$ cat src/rtl/alu_ctrl_stage.sv
// ALU control for the ID/EX boundary: decodes ALUOp/funct into a registered ALU select.
// Latency 1 edge; mult/div hold EX for MUL_LAT/DIV_LAT cycles while busy freezes the front end.
// Backpressure: stall holds the EX register only while idle; busy tells upstream to hold.
module alu_ctrl_stage #(
  parameter int FUNCT_W = 6,
  parameter int ALUOP_W = 3,
  parameter int SIG_W   = 4,
  parameter int MUL_LAT = 4,
  parameter int DIV_LAT = 8
) (
  input  logic               clk,
  input  logic               rst_n,
  input  logic               in_valid,
  input  logic [FUNCT_W-1:0] funct,
  input  logic [ALUOP_W-1:0] alu_op,
  input  logic               stall,
  input  logic               flush,
  output logic               out_valid,
  output logic [SIG_W-1:0]   alu_sig,
  output logic               illegal,
  output logic               busy,
  output logic               mc_done
);

  localparam int MAX_LAT = (MUL_LAT > DIV_LAT) ? MUL_LAT : DIV_LAT;
  localparam int CNT_W   = $clog2(MAX_LAT + 1);

  localparam logic [CNT_W-1:0] MUL_CNT = CNT_W'(MUL_LAT - 1);
  localparam logic [CNT_W-1:0] DIV_CNT = CNT_W'(DIV_LAT - 1);
  localparam logic [CNT_W-1:0] CNT_ONE = CNT_W'(1);

  localparam logic [ALUOP_W-1:0] OP_ADD = ALUOP_W'(3'b000);
  localparam logic [ALUOP_W-1:0] OP_SUB = ALUOP_W'(3'b001);
  localparam logic [ALUOP_W-1:0] OP_R   = ALUOP_W'(3'b010);
  localparam logic [ALUOP_W-1:0] OP_AND = ALUOP_W'(3'b011);
  localparam logic [ALUOP_W-1:0] OP_OR  = ALUOP_W'(3'b100);
  localparam logic [ALUOP_W-1:0] OP_SLT = ALUOP_W'(3'b101);

  localparam logic [FUNCT_W-1:0] FN_ADD  = FUNCT_W'(6'b100000);
  localparam logic [FUNCT_W-1:0] FN_SUB  = FUNCT_W'(6'b100010);
  localparam logic [FUNCT_W-1:0] FN_AND  = FUNCT_W'(6'b100100);
  localparam logic [FUNCT_W-1:0] FN_OR   = FUNCT_W'(6'b100101);
  localparam logic [FUNCT_W-1:0] FN_XOR  = FUNCT_W'(6'b100110);
  localparam logic [FUNCT_W-1:0] FN_NOR  = FUNCT_W'(6'b100111);
  localparam logic [FUNCT_W-1:0] FN_SLT  = FUNCT_W'(6'b101010);
  localparam logic [FUNCT_W-1:0] FN_SLL  = FUNCT_W'(6'b000000);
  localparam logic [FUNCT_W-1:0] FN_SRL  = FUNCT_W'(6'b000010);
  localparam logic [FUNCT_W-1:0] FN_MULT = FUNCT_W'(6'b011000);
  localparam logic [FUNCT_W-1:0] FN_DIV  = FUNCT_W'(6'b011010);

  localparam logic [SIG_W-1:0] SIG_ADD  = SIG_W'(4'b0000);
  localparam logic [SIG_W-1:0] SIG_SUB  = SIG_W'(4'b0001);
  localparam logic [SIG_W-1:0] SIG_AND  = SIG_W'(4'b0010);
  localparam logic [SIG_W-1:0] SIG_OR   = SIG_W'(4'b0011);
  localparam logic [SIG_W-1:0] SIG_XOR  = SIG_W'(4'b0100);
  localparam logic [SIG_W-1:0] SIG_NOR  = SIG_W'(4'b0101);
  localparam logic [SIG_W-1:0] SIG_SLT  = SIG_W'(4'b0110);
  localparam logic [SIG_W-1:0] SIG_SLL  = SIG_W'(4'b0111);
  localparam logic [SIG_W-1:0] SIG_SRL  = SIG_W'(4'b1000);
  localparam logic [SIG_W-1:0] SIG_MULT = SIG_W'(4'b1001);
  localparam logic [SIG_W-1:0] SIG_DIV  = SIG_W'(4'b1010);

  typedef enum logic [0:0] {IDLE, MC_BUSY} state_t;

  state_t           state;
  logic [CNT_W-1:0] cnt;

  logic [SIG_W-1:0] dec_sig;
  logic             dec_ill;
  logic             dec_mul;
  logic             dec_div;

  // Unsupported encodings fall back to the add code with illegal raised.
  always_comb begin
    dec_sig = SIG_ADD;
    dec_ill = 1'b0;
    dec_mul = 1'b0;
    dec_div = 1'b0;
    case (alu_op)
      OP_ADD: dec_sig = SIG_ADD;
      OP_SUB: dec_sig = SIG_SUB;
      OP_AND: dec_sig = SIG_AND;
      OP_OR:  dec_sig = SIG_OR;
      OP_SLT: dec_sig = SIG_SLT;
      OP_R: begin
        case (funct)
          FN_ADD:  dec_sig = SIG_ADD;
          FN_SUB:  dec_sig = SIG_SUB;
          FN_AND:  dec_sig = SIG_AND;
          FN_OR:   dec_sig = SIG_OR;
          FN_XOR:  dec_sig = SIG_XOR;
          FN_NOR:  dec_sig = SIG_NOR;
          FN_SLT:  dec_sig = SIG_SLT;
          FN_SLL:  dec_sig = SIG_SLL;
          FN_SRL:  dec_sig = SIG_SRL;
          FN_MULT: begin
            dec_sig = SIG_MULT;
            dec_mul = 1'b1;
          end
          FN_DIV: begin
            dec_sig = SIG_DIV;
            dec_div = 1'b1;
          end
          default: dec_ill = 1'b1;
        endcase
      end
      default: dec_ill = 1'b1;
    endcase
  end

  always_ff @(posedge clk or negedge rst_n) begin
    if (!rst_n) begin
      state     <= IDLE;
      cnt       <= '0;
      out_valid <= 1'b0;
      alu_sig   <= '0;
      illegal   <= 1'b0;
      mc_done   <= 1'b0;
    end else if (flush) begin
      state     <= IDLE;
      cnt       <= '0;
      out_valid <= 1'b0;
      alu_sig   <= '0;
      illegal   <= 1'b0;
      mc_done   <= 1'b0;
    end else if (state == MC_BUSY) begin
      // EX contents hold; stall and in_valid are irrelevant until the count expires.
      if (cnt == CNT_ONE) begin
        state   <= IDLE;
        cnt     <= '0;
        mc_done <= 1'b1;
      end else begin
        cnt     <= cnt - CNT_ONE;
        mc_done <= 1'b0;
      end
    end else if (stall) begin
      mc_done <= 1'b0;
    end else begin
      out_valid <= in_valid;
      mc_done   <= 1'b0;
      if (in_valid) begin
        alu_sig <= dec_sig;
        illegal <= dec_ill;
        if (dec_mul || dec_div) begin
          state <= MC_BUSY;
          cnt   <= dec_mul ? MUL_CNT : DIV_CNT;
        end
      end else begin
        alu_sig <= '0;
        illegal <= 1'b0;
      end
    end
  end

  assign busy = (state == MC_BUSY);

endmodule

$ cat config.mk
export PLATFORM = sky130hd
export DESIGN_NAME = alu_ctrl_stage
export DESIGN_NICKNAME = d
export VERILOG_FILES = /design/src/rtl/alu_ctrl_stage.sv
export SDC_FILE = /design/constraint.sdc
export NUM_CORES = 1
export LEC_CHECK = 0
export ABC_AREA = 1
export CORE_MARGIN = 3
export CORE_UTILIZATION = 40
export DETAILED_ROUTE_END_ITERATION = 8
export HOLD_SLACK_MARGIN = 0.03
export PLACE_DENSITY_LB_ADDON = 0.05
export RECOVER_POWER = 50
export SYNTH_ARGS = -nofsm -noshare
export SYNTH_HDL_FRONTEND = slang
export SYNTH_SLANG_ARGS = --single-unit
$ cat constraint.sdc
create_clock -name clk -period 1.4 [get_ports clk]
set_input_delay 0.28 -clock clk [delete_from_list [all_inputs] [get_ports clk]]
set_output_delay 0.28 -clock clk [all_outputs]
set_load 0.005 [all_outputs]
==> summary.txt <==
Setup path
  – WP data arrival: 1.52 ns
  – Start-to-end type of the worst setup path: in2reg
  – Crit path largest cell delay: 0.62 ns
  – Crit path top cell by count: nand2_1
  – Critical path startpoint: flush
  – Critical path launch point type: primary input
  – Crit-path cells: dlygate4sd3_1 -> nor2_4 -> nand3_2 -> inv_2 -> nand2_1 -> inv_2 -> nand2_1 -> nand2_1
  – Buf/Inv on CP: 3
  – Crit path max-delay family: buffers and inverters
  – Critical Path Slowest Stage Cell: dlygate4sd3_1
  – Worst Path Max Fanout: 5
  – Worst R2R Start: cnt[1]
  – Req. time, crit path: 1.62 ns
  – Crit path capture type: flop

Die
  – Initial Util: 45.4%
  – Die area: 2700 um^2
  – IO Pins: 22
  – Chip width: 51.9 um
  – Core Footprint: 1860 um^2
  – FP Rows: 15
  – Die H: 51.9 um

Logic synthesis
  – Most common cell in the netlist: nand2_1
  – Unique masters post-synth: 24
  – Post-Synthesis Cells: 121
  – Synth warnings: 0
  – Sequential-to-total area share from yosys stat: 35.6%
  – Synth top cells by count: nand2_1, inv_1, dfrtp_1
  – #FFs+latches synth: 12
  – Synth Cell Area: 843 um^2
  – Area leader, netlist: dfrtp_1
  – Number of synthesized flops with an enable pin: 0
  – FFs w/ async S/R, synth: 100%
  – Synth Net Count: 137
  – Top cells by area, synth: dfrtp_1, nand2_1, nand3_1
  – Post-synth top area share: 35.6%
  – Syn avg cell area: 6.97 um^2
  – Post-synth top flop: dfrtp_1

Drt
  – DR pass1 iterations: 4
  – DRT antenna net count: 0
  – Aggregate routed wire length: 2.01 mm
  – Via density: 4.85
  – Avg WL per Cell: 10.7 um
  – Initial DRC count: 16
  – DRC viols: 0
  – Via count: 911

Flow run
  – Max_cap viols: 0

Final layout
  – Finished Layout Cells: 188
  – Number of filler cells placed in the layout: 168
  – Area Overhead vs Synth: 46.7%
  – Share of layout cells above drive strength 1: 24.5%
  – Nets: 180
  – Post-route cell area: 1240 um^2
  – Final core occ: 66.6%
  – Diodes inserted: 0

STA
  – Slew Limit Headroom: 59.1%
  – Worst Skew: 0.000941 ns
  – Period utilization: 93.1%
  – Final hold vios: 0
  – Unrepaired setup endpoints after global routing: false
  – Fin. max-slew vios: 0
  – Sum Neg Setup Slack: 0 ns
  – Achievable Freq: 767 MHz
  – Worst Hold Slack: 0.480 ns
  – Tightest Pin Transition: 0.614 ns
  – Period minus WS final: 1.30 ns
  – Final Setup Violations: 0

Power and ir drop
  – Switching share of power: 26.0%
  – Pwr Density: 663 nW/um^2
  – Max VDD drop: 556 uV
  – Psw: 213 uW
  – P_leak: 0.000672 uW
  – Clock Power Share: 33.2%
  – Seq pwr share: 43.8%
  – Share of total power in combinational logic: 23.0%
  – Internal power: 608 uW

Global route
  – Initial antenna violation count: 0
  – GRT Resource Usage Total: 16.9%
  – Number of global-route vias before repair: 842
  – Largest net degree at the start of global routing: 13
  – Total congestion overflow: 0
  – Global-route wire length before repair: 3.39 mm

Place
  – Detail Placement HPWL: 1.65 mm
  – Placer Congestion: 0.932
  – Placed cells: 179
  – I/O Buffers: 21
  – Area post-placement: 1170 um^2

Clock network
  – CTS buffer count: 3
  – H-tree Lvls: 1
  – Clock Tree Root: clkbuf_4
  – Worst skew pair latency: 0.27 ns
  – CTS Sinks: 12
  – Clock Tree Buf Depth: 2
  – Reg clk slew, reported paths: 0.07 ns
  – CTS tree: built

Min path
  – Worst hold path type: reg2reg
  – Min-delay src: alu_sig[0]

Run status
  – Status: complete, no violations
-- cells in the final DEF (no fill, tap or decap), types with 3 or more instances in the layout --
| cell type | synthesis | final |
|---|---|---|
| nand2_1 | 34 | 34 |
| buf_4 | 0 | 16 |
| inv_1 | 14 | 14 |
| dfrtp_1 | 12 | 12 |
| nand3_1 | 11 | 11 |
| clkdlybuf4s50_1 | 0 | 11 |
| dlygate4sd2_1 | 0 | 8 |
| inv_2 | 6 | 6 |
| nor2_1 | 7 | 6 |
| o21ai_1 | 6 | 6 |
| nor2_2 | 4 | 5 |
| nand2_2 | 4 | 4 |
| clkbuf_4 | 0 | 3 |
-- power by group through the flow --
stage               clock network [uW]  registers (uW)  logic (uW)
global placement                     0             367         184
floorplan                            0             367        82.8
detailed placement                   0             367         188
global route                       299             361         208
finish                             272             360         189
CTS                                283             360         191
-- through the flow --
| step | power [uW] | worst slack, ns |
|---|---|---|
| finish | 821 | 0.0967 |
| global route | 868 | 0.00405 |
| CTS | 834 | 0.131 |
| detailed placement | 555 | -0.162 |
| global placement | 551 | -0.137 |
| floorplan | 450 | 0.343 |
-- tightest hold or removal path, cell delays in order (launching register included) --
cell,delay [ns]
dfrtp_1,0.35
nand2_1,0.05
nand2_1,0.05
-- logic make-up (layout without fill, tap and decap cells) --
group	after synthesis	after routing	share of synthesized area (%)
and+or+nand+nor	69	69	39.2
adders and majority gates	2	2	2.97
buffers and inverters	20	62	8.90
AOI/OAI and AO/OA	16	16	11.3
DFF	12	12	35.6
xor gates and xnor gates	2	2	2.08
-- flip-flops by register name, summed over array words and instances, names as in the netlist --
register,flops
alu_sig,4
busy,1
cnt,4
illegal,1
mc_done,1
out_valid,1
-- path summary, 6_finish.rpt --
check | slack [ns] | end | cells after the start
worst max-delay path | 0.1 | alu_sig[0] | 8
worst min-delay path | 0.48 | alu_sig[0] | 2
worst max register to register | 0.21 | cnt[2] | 7
worst min register to register | 0.48 | alu_sig[0] | 2
max in group asynchronous | 0.48 | cnt[0] | 2
min in group asynchronous | 0.53 | out_valid | 2
-- repair_timing --
action | in CTS | in global routing
buffers inserted | 5 | 0
setup endpoints to repair | 8 | 1
cloned | 0 | 0
gates resized for setup | 8 | 1
hold buffers | 0 | 0
-- final cells by class --
class	count	area, um^2	share of cell area [%]
clock buffers	4	36.3	2.93
inverters	20	75.1	6.07
multi-input cells	89	470	38.0
flip-flops and latches	12	300	24.3
well taps	25	31.3	2.53
repair buffers	38	324	26.2
-- metal layers --
layer	routed length, um	vias up	GRT usage (%)
li1	-	474	-
met1	867	404	19.9
met5	0	-	0
met4	33	0	7.42
met2	987	28	27.8
met3	120	5	5.44
(Power assumes the default switching activity.)
